<file path="src/rtl/mem_port_arbiter.sv">
// Two-port arbiter sharing one memory port between instruction fetch and data access.
// Optional MEM_ARB_ROUND_ROBIN_EN: ties alternate instead of always favouring the data port.

typedef struct packed {
   logic [31:0] addr;
   logic [31:0] data;
   logic [3:0]  do_read;
   logic [3:0]  do_write;
   logic        valid;
} memory_io_req;

typedef struct packed {
   logic [31:0] data;
   logic        valid;
   logic        ready;
} memory_io_rsp;

localparam memory_io_req memory_io_no_req32 = '{
   addr: 32'h0, data: 32'h0, do_read: 4'h0, do_write: 4'h0, valid: 1'b0
};

module mem_port_arbiter (
   input  logic         clk,
   input  logic         reset,
   input  memory_io_req inst_req,
   output memory_io_rsp inst_rsp,
   input  memory_io_req data_req,
   output memory_io_rsp data_rsp,
   output memory_io_req mem_req,
   input  memory_io_rsp mem_rsp
);

   // Handshake: a requester's req is accepted in the cycle where req.valid and
   // its rsp.ready are both high; the matching rsp.valid pulses exactly once later.

   typedef enum logic {ARB_IDLE, ARB_BUSY} arb_state_t;
   typedef enum logic [1:0] {OWN_NONE, OWN_INST, OWN_DATA} owner_t;
   typedef enum logic {GRANT_INST, GRANT_DATA} grant_t;

   arb_state_t state_q, state_d;
   owner_t     owner_q, owner_d;
   grant_t     last_grant_q, last_grant_d;
   logic       idle_ready;
   logic       pick_data;

   always_ff @(posedge clk) begin
      if (reset) begin
         state_q      <= ARB_IDLE;
         owner_q      <= OWN_NONE;
         last_grant_q <= GRANT_INST;
      end else begin
         state_q      <= state_d;
         owner_q      <= owner_d;
         last_grant_q <= last_grant_d;
      end
   end

   always_comb begin
      pick_data = 1'b0;
`ifdef MEM_ARB_ROUND_ROBIN_EN
      pick_data = data_req.valid && (!inst_req.valid || (last_grant_q == GRANT_INST));
`else
      pick_data = data_req.valid;
`endif
   end

   assign idle_ready = (state_q == ARB_IDLE) && mem_rsp.ready && !reset;

   always_comb begin
      state_d        = state_q;
      owner_d        = owner_q;
      last_grant_d   = last_grant_q;
      mem_req        = memory_io_no_req32;
      inst_rsp.data  = mem_rsp.data;
      inst_rsp.valid = 1'b0;
      inst_rsp.ready = idle_ready;
      data_rsp.data  = mem_rsp.data;
      data_rsp.valid = 1'b0;
      data_rsp.ready = idle_ready;

      case (state_q)
         ARB_IDLE: begin
            // A response seen here has no owner and is dropped.
            if (idle_ready && (inst_req.valid || data_req.valid)) begin
               state_d = ARB_BUSY;
               if (pick_data) begin
                  mem_req      = data_req;
                  owner_d      = OWN_DATA;
                  last_grant_d = GRANT_DATA;
               end else begin
                  mem_req      = inst_req;
                  owner_d      = OWN_INST;
                  last_grant_d = GRANT_INST;
               end
            end
         end
         ARB_BUSY: begin
            if (mem_rsp.valid && !reset) begin
               inst_rsp.valid = (owner_q == OWN_INST);
               data_rsp.valid = (owner_q == OWN_DATA);
               state_d        = ARB_IDLE;
               owner_d        = OWN_NONE;
            end
         end
         default: begin
            state_d = ARB_IDLE;
            owner_d = OWN_NONE;
         end
      endcase
   end

endmodule

</file>
<file path="config.mk">
export PLATFORM = sky130hd
export DESIGN_NAME = mem_port_arbiter
export DESIGN_NICKNAME = d
export VERILOG_FILES = /design/src/rtl/mem_port_arbiter.sv
export SDC_FILE = /design/constraint.sdc
export NUM_CORES = 1
export LEC_CHECK = 0
export ABC_CLOCK_PERIOD_IN_PS = 1720
export BUFFER_PORTS_ARGS = -buffer_cell sky130_fd_sc_hd__buf_2
export CORE_AREA = 2 2 126 128
export CTS_CLUSTER_DIAMETER = 30
export CTS_CLUSTER_SIZE = 28
export DETAILED_ROUTE_END_ITERATION = 16
export DIE_AREA = 0 0 128 130
export GPL_TIMING_DRIVEN = 0
export PLACE_DENSITY = 0.46
export RECOVER_POWER = 100
export SLEW_MARGIN = 20
export SYNTH_ARGS = -nofsm -noshare
export SYNTH_HDL_FRONTEND = slang
export SYNTH_SLANG_ARGS = --single-unit
</file>
<file path="constraint.sdc">
create_clock -name clk -period 1.72 [get_ports clk]
set_clock_uncertainty 0.2 [all_clocks]
set_input_delay 0.344 -clock clk [delete_from_list [all_inputs] [get_ports clk]]
set_output_delay 0.344 -clock clk [all_outputs]
set_load 0.01 [all_outputs]
</file>
==> flow_summary.json, run 1 <==
{
  "syn_inst": 242,
  "clkTransAtPathRegs_ns": 0.03,
  "ys_ff_latch": 3,
  "cts_buffers": 3,
  "gr-total-overflow": 0,
  "grt_pass1_vias": 2254,
  "path_max_fanout": 10,
  "diodes": 0,
  "drcViolationCount": 0,
  "async_reset_ff_frac": 0,
  "synth_ff_type": "dfxtp_1",
  "status": "finished with violations",
  "yosysTopAreaCell": "mux2i_1",
  "place_area_mm2": 0.003451,
  "final.min_clock_period_ns": 2.092,
  "place_hpwl_mm": 6.958,
  "ir_drop_mv": 0.2220,
  "yosysTopAreaCellShare": 0.4154,
  "tritoncts": "done",
  "dp.cells": 724,
  "grt_first_pass_wirelength_mm": 10.67,
  "dr.pass1.iters": 4,
  "root_buffer": "clkbuf_16",
  "insertion_delay_ns": 0.23,
  "syn_area_mm2": 0.001759,
  "fin_area_mm2": 0.003588,
  "ys_warn_count": 0,
  "syn_nets": 424,
  "dr_total_vias": 2639,
  "layout_common_cells": "buf_2 (228), buf_4 (73), mux2i_1 (73)",
  "routedWlPerCell_um": 11.04,
  "hp-class": "in2reg",
  "cap_violations": 0,
  "die-area_mm2": 0.01664,
  "worst_pin_slew_ns": 0.2863,
  "final_hold_viol_count": 0,
  "place_congestion": 0.7190,
  "power_leakage_nw": 2.149,
  "io_buffers": 290,
  "core_area_mm2": 0.01542,
  "arrival_ns": 1.55,
  "vias_per_cell": 3.595,
  "antenna_found_initial": 0,
  "row_count": 46,
  "mostFrequentLayoutCell": "buf_2",
  "synth-edff-count": 0,
  "slew_headroom": 0.8091,
  "drv_slew": 0,
  "cts_max_level": 1,
  "final-setup-viol-count": 75,
  "ant_nets": 0,
  "synth_area_leaders": "mux2i_1 (42%), buf_4 (29%), nor2_1 (15%)",
  "criticalPathCategory": "reg2out",
  "area_growth_syn_to_layout_pct": 104.0,
  "failed_checks": "negative setup slack",
  "die_w_um": 128,
  "drive_gt1_frac": 0.6181,
  "dr.first_iter.drc_count": 32,
  "wirelength_mm": 8.101,
  "timing.fmax_mhz": 478.1,
  "setup_ws_ns": -0.3717,
  "final_cell_count_no_fill": 734,
  "cp-start-kind": "register",
  "cts_sinks": 3,
  "holdBufCountCts": 0,
  "worstPathRequired_ns": 1.18,
  "die_h_um": 130,
  "track_usage": 0.07955,
  "grt_max_degree": 11,
  "pin_count": 323,
  "crit_path_end_kind": "primary output",
  "yosysSeqAreaShare": 0.03414,
  "clockBufferDepth": 2,
  "synth_area_per_cell_um2": 7.269,
  "period_share": 1.216,
  "power_density_mw_per_mm2": 345.9,
  "layout.nets": 725,
  "initial_core_util": 0.1140,
  "synth_cell_types": 17,
  "rsz0062_at_grt": "true"
}
-- where the power goes --
group | leakage [nW] | internal [mW] | switching [mW] | total, mW
combinational | 2.09 | 0.438 | 0.349 | 0.788
sequential | 0.0251 | 0.0761 | 0.00507 | 0.0811
clock | 0.0382 | 0.306 | 0.0664 | 0.373
total | 2.15 | 0.821 | 0.421 | 1.24
-- metal layers --
layer	vias up	track usage	wire length (um)
met2	167	0.1639	4461
met1	1139	0.08670	2847
met3	2	0.01435	772
met4	0	0.007757	20
li1	1331	-	-
met5	-	0	0
-- flip-flops by register name (all words and copies together) (netlist names) --
register and flops:
state_q 1, owner_q 2
-- cells in the mapped netlist (2+ instances only) --
master / count
dfxtp_1: 3
mux2i_1: 73
buf_4: 67
nor3b_1: 2
buf_6: 5
clkbuf_1: 3
nor2_1: 72
nand3b_1: 2
buf_2: 7
-- path summary, 6_finish.rpt --
kind / start / to / slack (ns) / cells after the start
setup / recovery: state_q$_SDFF_PP0_ / mem_req[44] / -0.37 / 6
hold / removal: mem_rsp[1] / state_q$_SDFF_PP0_ / 0.16 / 2
setup reg to reg: state_q$_SDFF_PP0_ / owner_q[1]$_SDFFE_PP0P_ / 0.14 / 5
hold reg to reg: owner_q[0]$_SDFFE_PP0P_ / owner_q[0]$_SDFFE_PP0P_ / 0.30 / 2
-- logic make-up after synthesis --
kind of cell | count (synthesis) | synth area share
AOI/OAI and AO/OA | 3 | 0.01351
DFF | 3 | 0.03414
buffers and inverters | 83 | 0.3464
and+or+nand+nor | 80 | 0.1906
muxes | 73 | 0.4154
-- area by class of cell --
| class | instances | area (um2) |
|---|---|---|
| Tap cell | 192 | 240.2 |
| Timing Repair Buffer | 296 | 1418 |
| Multi-Input combinational cell | 156 | 1135 |
| Inverter | 1 | 3.754 |
| Buffer | 82 | 651.9 |
| Fill cell | 1818 | 11840 |
| Clock buffer | 4 | 78.83 |
| Sequential cell | 3 | 61.31 |
-- through the flow --
stage	power (mW)	setup TNS [ns]	hold slack (ns)	util	worst slack (ns)
final	1.241	-23.18	0.1574	0.2326	-0.3717
after global routing	1.328	-29.23	0.1766	0.2326	-0.4364
after CTS	1.261	-25.06	0.1361	0.2336	-0.4068
after detailed placement	0.8581	-28.27	0.2979	0.2237	-0.4576
after global placement	0.8556	-29.07	0.2954	0.2237	-0.4818
after floorplan	0.5052	0	0.2550	-	0.03698
-- critical path, stage by stage (launching register included) --
cell and delay [ns]:
dfxtp_2 0.34, nor3b_4 0.29, o21ai_4 0.13, buf_12 0.17
buf_8 0.14, nor2_2 0.11, buf_2 0.14
-- what timing repair did --
| item | 4_1_cts | 5_1_grt |
|---|---|---|
| setup buffers | 3 | 2 |
| cloned | 0 | 1 |
| pin swaps | 1 | 1 |
| setup endpoints to repair | 75 | 75 |
| resized for setup | 18 | 18 |
(Power assumes the default switching activity.)
==> inputs of run 2 (changes only) <==
--- a/config.mk
+++ b/config.mk
@@ -6,7 +6,7 @@
 export NUM_CORES = 1
 export LEC_CHECK = 0
 export ABC_CLOCK_PERIOD_IN_PS = 1720
-export BUFFER_PORTS_ARGS = -buffer_cell sky130_fd_sc_hd__buf_2
+export BUFFER_PORTS_ARGS = -buffer_cell sky130_fd_sc_hd__buf_4
 export CORE_AREA = 2 2 126 128
 export CTS_CLUSTER_DIAMETER = 30
 export CTS_CLUSTER_SIZE = 28
==> flow_summary.json, run 2 (same netlist as run 1, synthesis figures left out) <==
{
  "status": "finished with violations",
  "failed_checks": "negative setup slack",
  "cts_buffers": 3,
  "core_area_mm2": 0.01542,
  "cts_max_level": 1,
  "reg.largest.list": "owner_q: 2 flops, state_q: 1 flops",
  "pwr-share-comb": 0.683,
  "criticalPathCategory": "reg2out",
  "drive_gt1_frac": 0.6716,
  "met1Wirelength_mm": 2.894,
  "holdPathEnd": "state_q$_SDFF_PP0_",
  "largest_reg_flops": 2,
  "place_hpwl_mm": 7.785,
  "insertion_delay_ns": 0.22,
  "arrival_ns": 1.56,
  "place_ws_ns": -0.4494,
  "wirelength_mm": 9.020,
  "die_w_um": 128,
  "antenna_found_initial": 0,
  "switching_share": 0.3184,
  "worst_pin_slew_ns": 0.2902,
  "track_usage": 0.08836,
  "rr_startpoint": "state_q$_SDFF_PP0_",
  "min_from": "mem_rsp[1]",
  "seqPwrFrac": 0.058,
  "dr_wl_met2_mm": 5.317,
  "drcViolationCount": 0,
  "layout_common_cells": "buf_4 (298), mux2i_1 (73), clkbuf_1 (65)",
  "power_density_mw_per_mm2": 330.6,
  "grt_first_pass_wirelength_mm": 11.92,
  "mostFrequentLayoutCell": "buf_4",
  "vias_per_cell": 3.702,
  "routedWlPerCell_um": 12.29,
  "slew_headroom": 0.8010,
  "clockBufferDepth": 2,
  "clkTransAtPathRegs_ns": 0.03,
  "cts_sinks": 3,
  "diodes": 0,
  "power.internal_uw": 965.7,
  "top_register": "owner_q",
  "final_hold_viol_count": 0,
  "gr-total-overflow": 0,
  "setup_tns_ns": -25.46,
  "worstPathRequired_ns": 1.18,
  "area_growth_syn_to_layout_pct": 143.6,
  "p_sw_uw": 451.2,
  "place_congestion": 0.7186,
  "setup_ws_ns": -0.3823,
  "r2r_cells": 5,
  "power_leakage_nw": 2.287,
  "final-setup-viol-count": 75,
  "fin_area_mm2": 0.004285,
  "clkPwrFrac": 0.259,
  "crit_path_end_kind": "primary output",
  "ant_nets": 0,
  "path_max_fanout": 10,
  "pin_count": 323,
  "whs_path_depth": 2,
  "die_h_um": 130,
  "die-area_mm2": 0.01664,
  "cp-start-kind": "register",
  "ir_drop_mv": 0.2670,
  "topRoutingLayerUsed": "met3",
  "row_count": 46,
  "grt_pass1_vias": 2502,
  "r2r_end": "owner_q[1]$_SDFFE_PP0P_",
  "dr.pass1.iters": 4,
  "initial_core_util": 0.1140,
  "cap_violations": 0,
  "tritoncts": "done",
  "io_buffers": 290,
  "dr.first_iter.drc_count": 42,
  "period_share": 1.222,
  "n_fill_cell": 1731,
  "final.min_clock_period_ns": 2.102,
  "wl_met3_um": 809,
  "timing.fmax_mhz": 475.7,
  "drv_slew": 0,
  "dr_total_vias": 2717,
  "place_area_mm2": 0.004177,
  "grt_max_degree": 11,
  "root_buffer": "clkbuf_16",
  "layout.nets": 725,
  "hp-class": "in2reg",
  "total_power_mw": 1.417,
  "rrSetupSlack_ns": 0.11,
  "rsz0062_at_grt": "true"
}
[run 2: worst max-delay path by stage]
stage,start,endpoint,cells after the start
final,state_q$_SDFF_PP0_,mem_req[52],6
after global routing,state_q$_SDFF_PP0_,mem_req[51],6
after CTS,state_q$_SDFF_PP0_,mem_req[62],6
after detailed placement,reset,mem_req[50],7
after global placement,reset,mem_req[44],7
after floorplan,state_q$_SDFF_PP0_,mem_req[33],5
[run 2: final cells by class]
cell class | instances | area, um2 | area share
Inverter | 1 | 3.754 | 0.0008759
Timing Repair Buffer | 296 | 1997 | 0.4660
Buffer | 82 | 664.4 | 0.1550
Sequential cell | 3 | 61.31 | 0.01431
Multi-Input combinational cell | 156 | 1240 | 0.2893
Clock buffer | 4 | 78.83 | 0.01839
Tap cell | 192 | 240.2 | 0.05606
[run 2: what timing repair did]
item / CTS / global route
setup buffers: 3 / 3
cloned: 0 / 0
gates resized for setup: 36 / 41
hold buffers: 0 / 0
setup endpoints to repair: 75 / 76
pin swaps: 1 / 1
[run 2: power by group through the flow]
stage	combinational [mW]	clock (mW)	sequential, mW
6_report	0.968	0.367	0.0815
5_1_grt	1.04	0.381	0.0824
4_1_cts	1.01	0.376	0.0810
3_5_place_dp	0.965	0	0.0815
3_3_place_gp	0.955	0	0.0812
2_1_floorplan	0.425	0	0.0805
[run 2: worst max-delay path, stage by stage, from the launching register on]
cell	delay [ns]
dfxtp_2	0.34
nor3b_4	0.30
o21ai_4	0.14
buf_12	0.17
buf_12	0.15
nor2_2	0.11
buf_4	0.13
[run 2: metrics by stage]
step           hold WS (ns)    util  cells
6_report             0.1442  0.2778    734
5_1_grt              0.1627  0.2778    734
4_1_cts              0.1311  0.2842    731
3_5_place_dp         0.3029  0.2708    724
3_3_place_gp         0.2940  0.2708    724
2_1_floorplan        0.2550       -    242
[run 2: routing by layer]
metal / GRT usage / up-vias
met5: 0 / -
met2: 0.1894 / 167
li1: - / 1329
met1: 0.09086 / 1221
met4: 0.01034 / 0
met3: 0.01435 / 0
